$ cat config.mk
export PLATFORM = sky130hd
export DESIGN_NAME = seg_scan6
export DESIGN_NICKNAME = d
export VERILOG_FILES = /design/src/rtl/seg_scan6.sv
export SDC_FILE = /design/constraint.sdc
export NUM_CORES = 1
export LEC_CHECK = 0
export BUFFER_PORTS_ARGS = -buffer_cell sky130_fd_sc_hd__buf_2
export CAP_MARGIN = 20
export CELL_PAD_IN_SITES_DETAIL_PLACEMENT = 0
export CELL_PAD_IN_SITES_GLOBAL_PLACEMENT = 1
export CORE_MARGIN = 5
export CORE_UTILIZATION = 40
export CTS_CLUSTER_SIZE = 28
export DETAILED_ROUTE_END_ITERATION = 10
export GPL_TIMING_DRIVEN = 0
export HOLD_SLACK_MARGIN = 0.1
export PLACE_DENSITY = 0.82
export SYNTH_ARGS = -nofsm -noshare
export SYNTH_HDL_FRONTEND = slang
export SYNTH_SLANG_ARGS = --single-unit
$ cat constraint.sdc
create_clock -name clk -period 3.6 [get_ports clk]
set_input_delay 0.18 -clock clk [delete_from_list [all_inputs] [get_ports clk]]
set_output_delay 0.18 -clock clk [all_outputs]
set_load 0.03 [all_outputs]
$ cat src/rtl/seg_scan6.sv
`default_nettype none
// ============================================================================
// Module   : seg_scan6
// Purpose  : Six-digit common-anode seven-segment scanner with per-slot
//            blanking and frame-synchronous shadow latching of the digit bus.
//            Define SEG_SCAN_HELLO_FONT_EN to swap the hex font for the
//            "HELLO" message font.
// Revision : 1.0  initial release
// ============================================================================
module seg_scan6 #(
   parameter int CLK_FREQ  = 50_000_000,
   parameter int SCAN_HZ   = 1000,
   parameter int BLANK_CYC = 500
) (
   input  logic        clk,
   input  logic        rst,
   input  logic [23:0] data_in,
   input  logic [5:0]  dp_in,
   output logic [5:0]  sel,
   output logic [7:0]  seg,
   output logic        frame_start
);

   localparam int c_dig_cyc = CLK_FREQ / SCAN_HZ;
   localparam int c_cnt_w   = (c_dig_cyc > 1) ? $clog2(c_dig_cyc) : 1;
   localparam bit c_has_blank = (BLANK_CYC > 0);
   localparam logic [c_cnt_w-1:0] c_dig_last   = c_cnt_w'(c_dig_cyc - 1);
   localparam logic [c_cnt_w-1:0] c_blank_last =
      c_has_blank ? c_cnt_w'(BLANK_CYC - 1) : {c_cnt_w{1'b0}};

   generate
      if (c_dig_cyc < BLANK_CYC + 2) begin : g_bad_params
         $error("seg_scan6: digit slot must be at least BLANK_CYC+2 cycles");
      end
   endgenerate

   typedef enum logic [1:0] {
      ST_INIT  = 2'd0,
      ST_BLANK = 2'd1,
      ST_SHOW  = 2'd2
   } state_t;

   state_t               r_state;
   logic [c_cnt_w-1:0]   r_cnt;
   logic [2:0]           r_idx;
   logic [23:0]          r_shadow_data;
   logic [5:0]           r_shadow_dp;

   state_t               w_state_nxt;
   logic [c_cnt_w-1:0]   w_cnt_nxt;
   logic [2:0]           w_idx_nxt;
   logic                 w_load;
   logic [5:0]           w_sel_nxt;
   logic [7:0]           w_seg_nxt;
   logic [3:0]           w_nibble;
   logic                 w_dp;
   logic [5:0]           w_sel_onehot;
   logic [7:0]           w_font;
   logic [7:0]           w_pattern;

   function automatic logic [7:0] font_lookup(input logic [3:0] code);
      logic [7:0] f;
`ifdef SEG_SCAN_HELLO_FONT_EN
      case (code)
         4'h0:    f = 8'h89;
         4'h1:    f = 8'h86;
         4'h2:    f = 8'hC7;
         4'h3:    f = 8'hC7;
         4'h4:    f = 8'hC0;
         default: f = 8'hFF;
      endcase
`else
      case (code)
         4'h0:    f = 8'hC0;
         4'h1:    f = 8'hF9;
         4'h2:    f = 8'hA4;
         4'h3:    f = 8'hB0;
         4'h4:    f = 8'h99;
         4'h5:    f = 8'h92;
         4'h6:    f = 8'h82;
         4'h7:    f = 8'hF8;
         4'h8:    f = 8'h80;
         4'h9:    f = 8'h90;
         4'hA:    f = 8'h88;
         4'hB:    f = 8'h83;
         4'hC:    f = 8'hC6;
         4'hD:    f = 8'hA1;
         4'hE:    f = 8'h86;
         default: f = 8'h8E;
      endcase
`endif
      return f;
   endfunction

   // Digit 0 is the MSB nibble of the bus but bit [5] of the dp vector.
   always_comb begin
      w_nibble     = 4'h0;
      w_dp         = 1'b0;
      w_sel_onehot = 6'h3F;
      case (r_idx)
         3'd0: begin w_nibble = r_shadow_data[23:20]; w_dp = r_shadow_dp[5]; w_sel_onehot = 6'b111110; end
         3'd1: begin w_nibble = r_shadow_data[19:16]; w_dp = r_shadow_dp[4]; w_sel_onehot = 6'b111101; end
         3'd2: begin w_nibble = r_shadow_data[15:12]; w_dp = r_shadow_dp[3]; w_sel_onehot = 6'b111011; end
         3'd3: begin w_nibble = r_shadow_data[11:8];  w_dp = r_shadow_dp[2]; w_sel_onehot = 6'b110111; end
         3'd4: begin w_nibble = r_shadow_data[7:4];   w_dp = r_shadow_dp[1]; w_sel_onehot = 6'b101111; end
         3'd5: begin w_nibble = r_shadow_data[3:0];   w_dp = r_shadow_dp[0]; w_sel_onehot = 6'b011111; end
         default: begin
            w_nibble     = 4'h0;
            w_dp         = 1'b0;
            w_sel_onehot = 6'h3F;
         end
      endcase
   end

   assign w_font    = font_lookup(w_nibble);
   assign w_pattern = {w_font[7] & ~w_dp, w_font[6:0]};

   always_comb begin
      w_state_nxt = r_state;
      w_cnt_nxt   = r_cnt;
      w_idx_nxt   = r_idx;
      w_load      = 1'b0;
      w_sel_nxt   = 6'h3F;
      w_seg_nxt   = 8'hFF;
      case (r_state)
         ST_INIT: begin
            w_load      = 1'b1;
            w_cnt_nxt   = '0;
            w_idx_nxt   = 3'd0;
            w_state_nxt = c_has_blank ? ST_BLANK : ST_SHOW;
         end
         ST_BLANK: begin
            // Segments lead the select so they are settled when it asserts.
            w_seg_nxt = w_pattern;
            w_cnt_nxt = r_cnt + 1'b1;
            if (r_cnt == c_blank_last) begin
               w_state_nxt = ST_SHOW;
            end
         end
         ST_SHOW: begin
            w_sel_nxt = w_sel_onehot;
            w_seg_nxt = w_pattern;
            if (r_cnt == c_dig_last) begin
               w_cnt_nxt   = '0;
               w_state_nxt = c_has_blank ? ST_BLANK : ST_SHOW;
               if (r_idx == 3'd5) begin
                  w_idx_nxt = 3'd0;
                  w_load    = 1'b1;
               end else begin
                  w_idx_nxt = r_idx + 3'd1;
               end
            end else begin
               w_cnt_nxt = r_cnt + 1'b1;
            end
         end
         default: begin
            w_state_nxt = ST_INIT;
         end
      endcase
   end

   always_ff @(posedge clk or posedge rst) begin
      if (rst) begin
         r_state       <= ST_INIT;
         r_cnt         <= '0;
         r_idx         <= 3'd0;
         r_shadow_data <= 24'h0;
         r_shadow_dp   <= 6'h0;
         sel           <= 6'h3F;
         seg           <= 8'hFF;
         frame_start   <= 1'b0;
      end else begin
         r_state     <= w_state_nxt;
         r_cnt       <= w_cnt_nxt;
         r_idx       <= w_idx_nxt;
         sel         <= w_sel_nxt;
         seg         <= w_seg_nxt;
         frame_start <= w_load;
         if (w_load) begin
            r_shadow_data <= data_in;
            r_shadow_dp   <= dp_in;
         end
      end
   end

endmodule
`default_nettype wire

==> metrics.md <==
| Metric | Value |
|---|---|
| Status | finished, final reports clean |
| Comb pwr share | 8.8% |
| Synthesized area | about 0.0035 mm^2 |
| Pin count of the biggest net entering global routing | 35 |
| Syn Nets | 348 |
| H-tree depth | 3 |
| Final worst slack | 0.4079 ns |
| Synthesized flop and latch total | 66 |
| Place WS | 0.5098 ns |
| Startpoint types | flip-flop |
| CTS max path bufs | 2 |
| Die area | roughly 0.011 mm^2 |
| Clock Tree Root | clkbuf_8 |
| Headroom to the max-slew limit | 50.23% |
| Vias in the first global route | 2650 |
| Power Internal | 0.001314 W |
| Hold-fix buffers at CTS | 31 |
| Max_cap viols | 0 |
| Final WL | 7.935 mm |
| CTS tree | built |
| Yosys top cell by area | dfrtp_1 |
| Post-synth EDFFs | 0 |
| Layout overhead on the synthesized area | 26.91% |
| Slowest cell on crit path | a222oi_1 |
| Critical path's largest stage delay | around 0.40 ns |
| CORE AREA | 0.008593 mm^2 |
| Crit. End Element | flip-flop |
| Num Clock Sinks | 66 |
| Global-route wire length before repair | approximately 13 mm |
| I/O pin total | 47 |
| Yosys warnings | 0 |
| Synth Instances | 303 |
| Crit-path max FO | 10 |
| Final Critical Period | 3.192 ns |
| Clock power share | approximately 45% |
| Slew at the pin with the worst max-slew slack | ~0.75 ns |
| Vias per cell | 5.121 |
| Clock transition at path regs | 0.08 ns |
| Async SR Flop Fraction | between 90% and 100% |
| Clk_skew | about 0.012 ns |
| P_leak | 2.090 nW |
| Post-CTS resize count | 0 |
| Die W | 103.4 um |
| Initial core utilization | 40.58% |
| Post-route antenna net violation count | 0 |
| Worst endpoint data arrival time | between 3 and 4 ns |
| Drt pass-1 iters | 4 |
| # nets final | 437 |
| CP Buf/Inv Count | 3 |
| Non-filler instance count after layout | 505 |
| Cell family with most CP delay | compound AO/OA/AOI/OAI gates |
| TritonCTS buffer count | 9 |
| Row count | 34 |
| Setup_tns | 0 ns |
| Sequential share of power | between 40% and 50% |
| Placed cells | 458 |
| Antenna violations before repair | 0 |
| Most frequent cells in the layout | 52 x dfrtp_1, 51 x buf_2, 31 x dlygate4sd3_1, 30 x nor2_1, 29 x mux2_4 |
| Final period utilization | 88.67% |
| Detailed placer's ending HPWL | 5.265 mm |
| Fraction of layout cells with a size suffix above 1 | about a third |
| VDD IR max | about 220 uV |
| Routed via count | 2586 |
| Final Wtd Congestion | 0.8009 |
| Main synth FF type | dfrtp_1 |
| HP Class | in2async |
| Post-synth cell types | between 50 and 60 |
| Max Transition Viols Final | 0 |
| All-Layer GR Usage | 15.90% |
| Drt initial violations | 99 |
| PortBufs | 46 |
| Number of inserted diodes | 0 |
| Chip Height | 103.4 um |
| Hold Vio Cnt, Final | 0 |
| Sequential cell area fraction in the yosys report | between 40 and 50% |
| Peak Freq | ~0.31 GHz |
| # DRC | 0 |
| Commonest non-fill, non-tap cell in the layout | dfrtp_1 |
| CP required | 3.84 ns |
| Grt ovf | 0 |
| Pwr dens | slightly below 400 mW/mm^2 |
| Unrepaired setup endpoints after global routing | no |
| Mapped Avg Cell Area | 11.51 um^2 |
| NetSw | 0.0003931 W |
| Post-layout util | around half |
| WL/cell | 15.71 um |
| Fillers | 756 |
| Synth top area share | 37.32% |
| Worst-Skew Late Latency | 0.35 ns |
| CP Cell Sequence | buf_2 > buf_1 > and2_1 > ha_1 > a222oi_1 > o21a_1 > or2_1 > inv_1 > ha_1 > and3_1 > a211oi_1 > a41oi_1 |
| Category of the most critical setup path | reg2reg |
| Most used cell, CP | ha_1 |
| # Post-CTS Setup Buffers | 0 |
| Ranking of synthesized cells by area | dfrtp_1 37%, mux2_4 12%, dfstp_2 11%, ha_1 4.7%, nor2_1 3.2% |
| Net Sw Frac | 23.02% |
| Final setup vio count | 0 |
[through the flow]
stage               hold WS (ns)  total power, W  cell area (um^2)
floorplan                 0.3285       0.0008764              3487
global placement          0.4138       0.0009147              3852
detailed placement        0.3433       0.0009211              3872
CTS                       0.5108        0.001722              4425
global route              0.5300        0.001778              4425
finish                    0.5059        0.001708              4425
[layout make-up]
class	count	area (um^2)	area share, %
plain buffers	13	90.09	2.036
clock buffers	10	127.6	2.884
clock inverters	6	115.1	2.601
inverters	12	45.04	1.018
multi-input cells	212	1683	38.03
flip-flops and latches	66	1669	37.72
well taps	108	135.1	3.053
repair buffers	78	560.5	12.67
[synth_stat cells (all sizes together), types with 2 or more instances]
cell / instances
ha: 13
o21a: 3
nand4b: 3
inv: 12
or2: 3
clkbuf: 2
dfrtp: 52
o221ai: 2
nand4: 4
xor2: 9
mux2i: 9
nand3: 12
nand3b: 2
mux2: 34
and3: 8
o21ai: 9
nor3: 3
a21oi: 7
nand2b: 2
a31oi: 2
dfstp: 14
a22oi: 2
xnor2: 6
and2: 4
o2111ai: 3
nor2: 31
buf: 11
nand2: 28
[logic make-up (layout without fill, tap and decap cells)]
group	after synthesis	after routing	synth area share [%]
AND/OR/NAND/NOR	103	103	14.75
flip-flops	66	66	47.87
multiplexers	43	43	16.68
AO/OA/AOI/OAI	38	38	8.397
buffers and inverters	25	119	3.875
XOR/XNOR	15	15	3.768
adder cells (fa/ha/maj)	13	13	4.665
[flip-flops by register name (all words and copies together) (netlist names)]
name / flops
r_shadow_data: 24
r_cnt: 16
seg: 8
r_shadow_dp: 6
sel: 6
r_idx: 3
r_state: 2
frame_start: 1
[power groups by stage]
stage,clock (W),combinational (W),sequential (W)
CTS,0.000788,0.000151,0.000782
global placement,0,0.000119,0.000796
finish,0.000774,0.000150,0.000783
detailed placement,0,0.000125,0.000796
floorplan,0,0.0000673,0.000809
global route,0.000827,0.000165,0.000785
[worst min-delay path, cell delays in order]
cell	delay, ns
dlygate4sd3_1	0.53
buf_2	0.13
inv_2	0.54
[metal layers]
metal,vias up,track usage [%],share of wire [%]
met1,1281,20.42,44
met2,57,26.37,49
met4,0,3.884,1.2
met5,-,0,0
li1,1239,-,-
met3,9,4.695,5.3
[worst paths after layout]
path                                    from           endpoint  slack, ns  cells after the start
setup / recovery                    r_idx[1]             seg[3]       0.41                     12
hold / removal                           rst  r_shadow_data[13]       0.51                      3
setup reg to reg                    r_idx[1]             seg[3]       0.41                     12
hold reg to reg            r_shadow_data[12]  r_shadow_data[12]       0.51                      1
max in group asynchronous                rst             seg[6]       2.39                      4
min in group clk           r_shadow_data[12]  r_shadow_data[12]       0.51                      1
(Power assumes the default switching activity.)
